==> config.mk <==
export PLATFORM = sky130hd
export DESIGN_NAME = voxel_ray_stepper_flat
export DESIGN_NICKNAME = d
export VERILOG_FILES = /design/src/rtl/ray_pkg.sv /design/src/rtl/voxel_ray_stepper_if.sv /design/src/rtl/dda_axis_sel.sv /design/src/rtl/voxel_ray_stepper.sv /design/src/flat_wrapper.sv
export SDC_FILE = /design/constraint.sdc
export NUM_CORES = 1
export LEC_CHECK = 0
export ABC_AREA = 1
export CAP_MARGIN = 0
export CELL_PAD_IN_SITES_DETAIL_PLACEMENT = 1
export CELL_PAD_IN_SITES_GLOBAL_PLACEMENT = 1
export CORE_ASPECT_RATIO = 0.75
export CORE_MARGIN = 10
export CORE_UTILIZATION = 38
export CTS_CLUSTER_DIAMETER = 150
export CTS_CLUSTER_SIZE = 28
export DETAILED_ROUTE_END_ITERATION = 6
export PLACE_DENSITY = 0.84
export SLEW_MARGIN = 20
export SYNTH_ARGS = -nofsm -noshare
export SYNTH_HDL_FRONTEND = slang
export SYNTH_SLANG_ARGS = --single-unit
==> constraint.sdc <==
create_clock -name clk -period 2 [get_ports clk]
set_input_delay 0.3 -clock clk [delete_from_list [all_inputs] [get_ports clk]]
set_output_delay 0.3 -clock clk [all_outputs]
set_load 0.005 [all_outputs]
==> src/rtl/ray_pkg.sv <==
// Shared types and helpers for the voxel ray stepper.
package ray_pkg;

  typedef enum logic [1:0] {
    IDLE  = 2'd0,
    QUERY = 2'd1,
    EVAL  = 2'd2,
    DONE  = 2'd3
  } stepper_state_e;

  typedef enum logic [1:0] {
    AXIS_NONE = 2'd0,
    AXIS_X    = 2'd1,
    AXIS_Y    = 2'd2,
    AXIS_Z    = 2'd3
  } axis_e;

  // Widest tMax supported by sat_add; callers zero-extend into this width.
  localparam int unsigned SAT_W = 64;

  // Unsigned add of two w-bit values (w < SAT_W) clamped to the w-bit all-ones value.
  function automatic logic [SAT_W-1:0] sat_add(input logic [SAT_W-1:0] a,
                                               input logic [SAT_W-1:0] b,
                                               input int unsigned      w);
    logic [SAT_W-1:0] lim;
    logic [SAT_W-1:0] sum;
    lim = ~({SAT_W{1'b1}} << w);
    sum = a + b;
    return (sum > lim) ? lim : sum;
  endfunction

endpackage

==> src/rtl/voxel_ray_stepper_if.sv <==
// Occupancy-memory read port: address/strobe out, data back one cycle later.
interface voxel_ray_stepper_if #(
  parameter int unsigned X_BITS = 5,
  parameter int unsigned Y_BITS = 5,
  parameter int unsigned Z_BITS = 5
);
  logic              occ_rd_en;
  logic [X_BITS-1:0] occ_x;
  logic [Y_BITS-1:0] occ_y;
  logic [Z_BITS-1:0] occ_z;
  logic              occ_data;

  modport master (output occ_rd_en, occ_x, occ_y, occ_z, input occ_data);
  modport slave  (input occ_rd_en, occ_x, occ_y, occ_z, output occ_data);
endinterface

==> src/rtl/dda_axis_sel.sv <==
// Picks the axis with the smallest tMax; ties go X, then Y, then Z.
module dda_axis_sel
  import ray_pkg::*;
#(
  parameter int unsigned W = 24
) (
  input  logic [W-1:0] t_x,
  input  logic [W-1:0] t_y,
  input  logic [W-1:0] t_z,
  output axis_e        sel
);

  // Three-way minimum with fixed tie priority
  always_comb begin
    sel = AXIS_Z;
    if ((t_x <= t_y) && (t_x <= t_z)) sel = AXIS_X;
    else if (t_y <= t_z)              sel = AXIS_Y;
  end

endmodule

==> src/rtl/voxel_ray_stepper.sv <==
// 3D DDA voxel traversal: one voxel per QUERY/EVAL pair against an occupancy memory.
module voxel_ray_stepper
  import ray_pkg::*;
#(
  parameter int unsigned X_BITS         = 5,
  parameter int unsigned Y_BITS         = 5,
  parameter int unsigned Z_BITS         = 5,
  parameter int unsigned W              = 24,
  parameter int unsigned MAX_STEPS_BITS = 10
) (
  input  logic                      clk,
  input  logic                      rst_n,
  input  logic                      job_loaded,
  input  logic [X_BITS-1:0]         ix0_q,
  input  logic [Y_BITS-1:0]         iy0_q,
  input  logic [Z_BITS-1:0]         iz0_q,
  input  logic                      sx_q,
  input  logic                      sy_q,
  input  logic                      sz_q,
  input  logic [W-1:0]              next_x_q,
  input  logic [W-1:0]              next_y_q,
  input  logic [W-1:0]              next_z_q,
  input  logic [W-1:0]              inc_x_q,
  input  logic [W-1:0]              inc_y_q,
  input  logic [W-1:0]              inc_z_q,
  input  logic [MAX_STEPS_BITS-1:0] max_steps_q,
  voxel_ray_stepper_if.master       occ,
  output logic                      busy,
  output logic                      result_valid,
  output logic                      hit,
  output logic [X_BITS-1:0]         hit_x,
  output logic [Y_BITS-1:0]         hit_y,
  output logic [Z_BITS-1:0]         hit_z,
  output logic [1:0]                hit_face,
  output logic [MAX_STEPS_BITS-1:0] steps,
  output logic                      job_done
);

  stepper_state_e            state, state_nxt;
  logic [X_BITS-1:0]         cur_x;
  logic [Y_BITS-1:0]         cur_y;
  logic [Z_BITS-1:0]         cur_z;
  logic                      sgn_x, sgn_y, sgn_z;
  logic [W-1:0]              t_x, t_y, t_z;
  logic [W-1:0]              d_x, d_y, d_z;
  logic [MAX_STEPS_BITS-1:0] limit;
  logic [MAX_STEPS_BITS-1:0] step_cnt;
  axis_e                     face;
  axis_e                     sel;
  logic                      at_limit;
  logic                      leaves_grid;
  logic                      take_step;
  logic                      finish;

  dda_axis_sel #(.W(W)) u_sel (
    .t_x (t_x),
    .t_y (t_y),
    .t_z (t_z),
    .sel (sel)
  );

  // Address comes straight from the voxel register, which only changes on entry to QUERY
  assign occ.occ_x = cur_x;
  assign occ.occ_y = cur_y;
  assign occ.occ_z = cur_z;
  assign at_limit  = (step_cnt == limit);

  // Would a step on the selected axis fall off the grid edge
  always_comb begin
    leaves_grid = 1'b0;
    case (sel)
      AXIS_X:  leaves_grid = sgn_x ? (&cur_x) : ~(|cur_x);
      AXIS_Y:  leaves_grid = sgn_y ? (&cur_y) : ~(|cur_y);
      AXIS_Z:  leaves_grid = sgn_z ? (&cur_z) : ~(|cur_z);
      default: leaves_grid = 1'b0;
    endcase
  end

  // State register
  always_ff @(posedge clk or negedge rst_n) begin
    if (!rst_n) state <= IDLE;
    else        state <= state_nxt;
  end

  // Next-state and per-state strobes
  always_comb begin
    state_nxt     = state;
    busy          = 1'b0;
    occ.occ_rd_en = 1'b0;
    result_valid  = 1'b0;
    job_done      = 1'b0;
    take_step     = 1'b0;
    finish        = 1'b0;
    case (state)
      IDLE: if (job_loaded) state_nxt = QUERY;
      QUERY: begin
        busy          = 1'b1;
        occ.occ_rd_en = 1'b1;
        state_nxt     = EVAL;
      end
      EVAL: begin
        busy = 1'b1;
        if (occ.occ_data || at_limit || leaves_grid) begin
          finish    = 1'b1;
          state_nxt = DONE;
        end else begin
          take_step = 1'b1;
          state_nxt = QUERY;
        end
      end
      DONE: begin
        busy         = 1'b1;
        result_valid = 1'b1;
        job_done     = 1'b1;
        state_nxt    = IDLE;
      end
      default: state_nxt = IDLE;
    endcase
  end

  // Job capture, DDA stepping and result registers
  always_ff @(posedge clk or negedge rst_n) begin
    if (!rst_n) begin
      cur_x    <= '0;
      cur_y    <= '0;
      cur_z    <= '0;
      sgn_x    <= 1'b0;
      sgn_y    <= 1'b0;
      sgn_z    <= 1'b0;
      t_x      <= '0;
      t_y      <= '0;
      t_z      <= '0;
      d_x      <= '0;
      d_y      <= '0;
      d_z      <= '0;
      limit    <= '0;
      step_cnt <= '0;
      face     <= AXIS_NONE;
      hit      <= 1'b0;
      hit_x    <= '0;
      hit_y    <= '0;
      hit_z    <= '0;
      hit_face <= '0;
      steps    <= '0;
    end else begin
      if ((state == IDLE) && job_loaded) begin
        cur_x    <= ix0_q;
        cur_y    <= iy0_q;
        cur_z    <= iz0_q;
        sgn_x    <= sx_q;
        sgn_y    <= sy_q;
        sgn_z    <= sz_q;
        t_x      <= next_x_q;
        t_y      <= next_y_q;
        t_z      <= next_z_q;
        d_x      <= inc_x_q;
        d_y      <= inc_y_q;
        d_z      <= inc_z_q;
        limit    <= max_steps_q;
        step_cnt <= '0;
        face     <= AXIS_NONE;
      end
      if (take_step) begin
        step_cnt <= step_cnt + MAX_STEPS_BITS'(1);
        face     <= sel;
        case (sel)
          AXIS_X: begin
            cur_x <= sgn_x ? cur_x + X_BITS'(1) : cur_x - X_BITS'(1);
            t_x   <= W'(sat_add(SAT_W'(t_x), SAT_W'(d_x), W));
          end
          AXIS_Y: begin
            cur_y <= sgn_y ? cur_y + Y_BITS'(1) : cur_y - Y_BITS'(1);
            t_y   <= W'(sat_add(SAT_W'(t_y), SAT_W'(d_y), W));
          end
          AXIS_Z: begin
            cur_z <= sgn_z ? cur_z + Z_BITS'(1) : cur_z - Z_BITS'(1);
            t_z   <= W'(sat_add(SAT_W'(t_z), SAT_W'(d_z), W));
          end
          default: ;
        endcase
      end
      if (finish) begin
        hit      <= occ.occ_data;
        hit_x    <= cur_x;
        hit_y    <= cur_y;
        hit_z    <= cur_z;
        hit_face <= face;
        steps    <= step_cnt;
      end
    end
  end

endmodule
==> src/flat_wrapper.sv <==
// flat-port wrapper written by rule: the top's interface ports become plain ports
module voxel_ray_stepper_flat import ray_pkg::*;
#(
  parameter int unsigned X_BITS         = 5,
  parameter int unsigned Y_BITS         = 5,
  parameter int unsigned Z_BITS         = 5,
  parameter int unsigned W              = 24,
  parameter int unsigned MAX_STEPS_BITS = 10
)
  (clk, rst_n, job_loaded, ix0_q, iy0_q, iz0_q, sx_q, sy_q, sz_q, next_x_q, next_y_q, next_z_q, inc_x_q, inc_y_q, inc_z_q, max_steps_q, busy, result_valid, hit, hit_x, hit_y, hit_z, hit_face, steps, job_done, occ_occ_rd_en, occ_occ_x, occ_occ_y, occ_occ_z, occ_occ_data);
  voxel_ray_stepper_if #(.X_BITS(X_BITS), .Y_BITS(Y_BITS), .Z_BITS(Z_BITS)) occ_i ();
  input  logic clk;
  input  logic rst_n;
  input  logic job_loaded;
  input  logic [X_BITS-1:0] ix0_q;
  input  logic [Y_BITS-1:0] iy0_q;
  input  logic [Z_BITS-1:0] iz0_q;
  input  logic sx_q;
  input  logic sy_q;
  input  logic sz_q;
  input  logic [W-1:0] next_x_q;
  input  logic [W-1:0] next_y_q;
  input  logic [W-1:0] next_z_q;
  input  logic [W-1:0] inc_x_q;
  input  logic [W-1:0] inc_y_q;
  input  logic [W-1:0] inc_z_q;
  input  logic [MAX_STEPS_BITS-1:0] max_steps_q;
  output logic busy;
  output logic result_valid;
  output logic hit;
  output logic [X_BITS-1:0] hit_x;
  output logic [Y_BITS-1:0] hit_y;
  output logic [Z_BITS-1:0] hit_z;
  output logic [1:0] hit_face;
  output logic [MAX_STEPS_BITS-1:0] steps;
  output logic job_done;
  output wire logic [$bits(occ_i.occ_rd_en)-1:0] occ_occ_rd_en;
  output wire logic [$bits(occ_i.occ_x)-1:0] occ_occ_x;
  output wire logic [$bits(occ_i.occ_y)-1:0] occ_occ_y;
  output wire logic [$bits(occ_i.occ_z)-1:0] occ_occ_z;
  input wire logic [$bits(occ_i.occ_data)-1:0] occ_occ_data;
  assign occ_occ_rd_en = occ_i.occ_rd_en;
  assign occ_occ_x = occ_i.occ_x;
  assign occ_occ_y = occ_i.occ_y;
  assign occ_occ_z = occ_i.occ_z;
  assign occ_i.occ_data = occ_occ_data;
  voxel_ray_stepper #(.X_BITS(X_BITS), .Y_BITS(Y_BITS), .Z_BITS(Z_BITS), .W(W), .MAX_STEPS_BITS(MAX_STEPS_BITS)) u_core (.clk(clk), .rst_n(rst_n), .job_loaded(job_loaded), .ix0_q(ix0_q), .iy0_q(iy0_q), .iz0_q(iz0_q), .sx_q(sx_q), .sy_q(sy_q), .sz_q(sz_q), .next_x_q(next_x_q), .next_y_q(next_y_q), .next_z_q(next_z_q), .inc_x_q(inc_x_q), .inc_y_q(inc_y_q), .inc_z_q(inc_z_q), .max_steps_q(max_steps_q), .occ(occ_i), .busy(busy), .result_valid(result_valid), .hit(hit), .hit_x(hit_x), .hit_y(hit_y), .hit_z(hit_z), .hit_face(hit_face), .steps(steps), .job_done(job_done));
endmodule
==> out/qor.csv <==
metric,value,unit
status,finished with violations,
violations,negative setup slack,
synth_cell_types,48,
drc,0,
seqCellArea,0.00538,sq mm
path_max_fanout,7,
async_reset_ff_share,100,%
pin_count,223,
crit_chain,ha_1 > nand2_1 > nor2_2 > nand4_1 > nor2_2 > nand2_2 > nand3_4 > nand2_4 > nand2_8 > buf_6 > buf_12 > clkinv_8 > clkbuf_16 > nand2_1 > nand2_1 > inv_1 > o21ai_2,
grt_usage,30.2,%
fmax,0.310,GHz
cts_buffers,11,
gr-total-overflow,0,
rows,69,
cts.htree.levels,1,
ys_ff_latch,214,
drtAntennaViolNets,0,
die-height,209,microns
fin_cells,3915,
synthMostInstantiatedCell,nand2_1,
worst_slew_pin_slew,723,ps
cpMostUsedCell,nand2_1,
synth_warnings,0,
fin_nets,3606,
finalMaxSlewViolations,0,
drt_iter0_drc,2378,
antenna_found_initial,9,
syn_inst,2528,
clk_pin_slew_worst_paths,130,ps
finalClockSkew,38.0,ps
syn_nets,2864,
grt_pass1_wl,136,mm
cts_tree,done,
die_w,272,microns
crit_path_max_incr_delay,520,ps
drt-wirelength-per-cell,26.5,microns
synth_top_area_share,29.6,%
critical_path_class,flop to flop,
arrival,3650,ps
rrSetupSlack,-1230,ps
clkSinkCount,214,
cap_violations,0,
synthTopCellsByCount,"752 x nand2_1, 318 x inv_1, 214 x dfrtp_1",
via_per_inst,5.86,
finalSetupTns,-137960,ps
cp-start-kind,flop,
post-route-util,59.1,%
post-dp-hpwl,65.3,mm
place_inst,3817,
synthTopCellsByArea,"dfrtp_1 30%, nand2_1 16%, ha_1 11%, mux2_2 7.0%, inv_1 6.6%",
grt_pass1_vias,23200,
rsz0062_at_grt,true,
core,0.0472,sq mm
drt_pass1_iterations,6,
dieArea,0.0569,sq mm
finalCritPeriodShare,161,%
critPathSlowestCell,dfrtp_2,
ctsRootBufferMaster,clkbuf_16,
clock_latency,540,ps
hold_violations,0,
area_growth,54.3,%
clockBufferDepth,3,
fin_ws,-1230,ps
nFillCells,5743,
drt_wl_total,104,mm
ys_seq_area_share,29.6,%
synth_enable_flop_cells,0,
syn_area_per_cell,7.16,sq um
initial_utilization,38.3,%
via_count,22900,
end_kind,flop,
yosysTopAreaCell,dfrtp_1,
grt_max_degree,53,
holdCritPathClass,input pin to asynchronous set/reset pin,
setup_viol,130,
worstPathRequired,2420,ps
multiInputGateArea,0.0123,sq mm
synth_ff_type,dfrtp_1,
layout_min_cycle_time,3230,ps
drive_gt1_share,33.5,%
place_congestion,0.958,
synth_area,0.0181,sq mm
timing.slew.headroom,51.8,%
port-buffer-count,222,
flip-flops by register name, indices dropped and copies added (netlist names), 5 cells and up:
name	flops
u_core.d_x	24
u_core.d_y	24
u_core.d_z	24
u_core.hit_x	5
u_core.hit_y	5
u_core.hit_z	5
u_core.limit	10
u_core.occ.occ_x	5
u_core.occ.occ_y	5
u_core.occ.occ_z	5
u_core.step_cnt	10
u_core.steps	10
u_core.t_x	24
u_core.t_y	24
u_core.t_z	24
cells by family after synthesis:
family / Yosys count / share of synthesized area (%)
and+or+nand+nor: 1239 / 28.9
muxes: 112 / 6.97
AOI/OAI and AO/OA: 347 / 11.3
buffers and inverters: 407 / 9.63
DFF: 214 / 29.6
xor gates and xnor gates: 49 / 2.37
adders and majority gates: 160 / 11.3
critical path: cells and delay by family, from the launching register on:
family / cells / cell delay [ps]
simple gates: 10 / 1310
buf+inv: 5 / 740
fa+ha+maj: 1 / 490
compound gates: 1 / 60
flops: 1 / 520
layer usage:
| metal | GRT usage, % | vias to the layer above | share of wire [%] |
|---|---|---|---|
| li1 | - | 9724 | - |
| met1 | 38.3 | 11200 | 38 |
| met2 | 50.2 | 1440 | 45 |
| met3 | 5.23 | 549 | 9.0 |
| met4 | 11.9 | 2 | 7.4 |
| met5 | 0 | - | 0.013 |
placed cells by master (no fill, tap or decap), types with 10 or more instances in the layout:
master and instances:
a21oi_1 163, buf_16 15, nand3_2 29, dfrtp_1 196, nand3_1 169, xor2_1 19
nand4_1 50, nor2_1 159, dfrtp_2 18, mux2_2 112, clkbuf_16 24, buf_6 25
o21bai_1 20, buf_12 42, inv_1 280, xnor2_1 30, nor3_1 22, o21ai_1 26
nand2_4 50, inv_2 34, o21ai_0 33, nand2_2 95, buf_8 10, buf_4 489
o21ai_2 71, ha_1 144, nand2_1 608, nand3_4 13, nor2_2 10, clkdlybuf4s50_1 217
metrics by stage:
stage	setup slack [ps]	hold slack, ps	cell area (sq um)
floorplan	-137	4.41	18300
global placement	-725	256	25000
detailed placement	-856	269	25000
CTS	-776	302	26900
global route	-1220	317	27900
finish	-1230	280	27900
path summary, 6_finish.rpt:
path | start | endpoint | depth (start not counted)
max in group asynchronous | rst_n | u_core.t_x[15] | 3
min | rst_n | u_core.d_x[18] | 2
min in group clk | max_steps_q[5] | u_core.limit[5] | 3
max reg2reg | u_core.t_x[21] | u_core.t_x[13] | 17
max | u_core.t_x[21] | u_core.t_x[13] | 17
min reg2reg | u_core.steps[0] | u_core.steps[0] | 2
timing repair:
| item | 4_1_cts | 5_1_grt |
|---|---|---|
| pin swaps | 54 | 77 |
| setup buffers | 39 | 15 |
| endpoints found under the setup margin | 131 | 133 |
| resized for setup | 237 | 212 |
| hold endpoints to repair | 47 | 0 |
| hold buffers | 1 | 0 |
| cloned | 16 | 15 |
layout make-up:
type,instances,area share [%]
Sequential cell,214,19.3
Clock inverter,1,0.0403
Clock buffer,11,0.985
Inverter,320,4.42
Antenna cell,7,0.0627
Tap cell,639,2.86
Multi-Input combinational cell,1907,44.0
Timing Repair Buffer,816,28.3
Power is not shown: default switching activity piles up to over one toggle a cycle in this logic, so the estimate is an artifact.
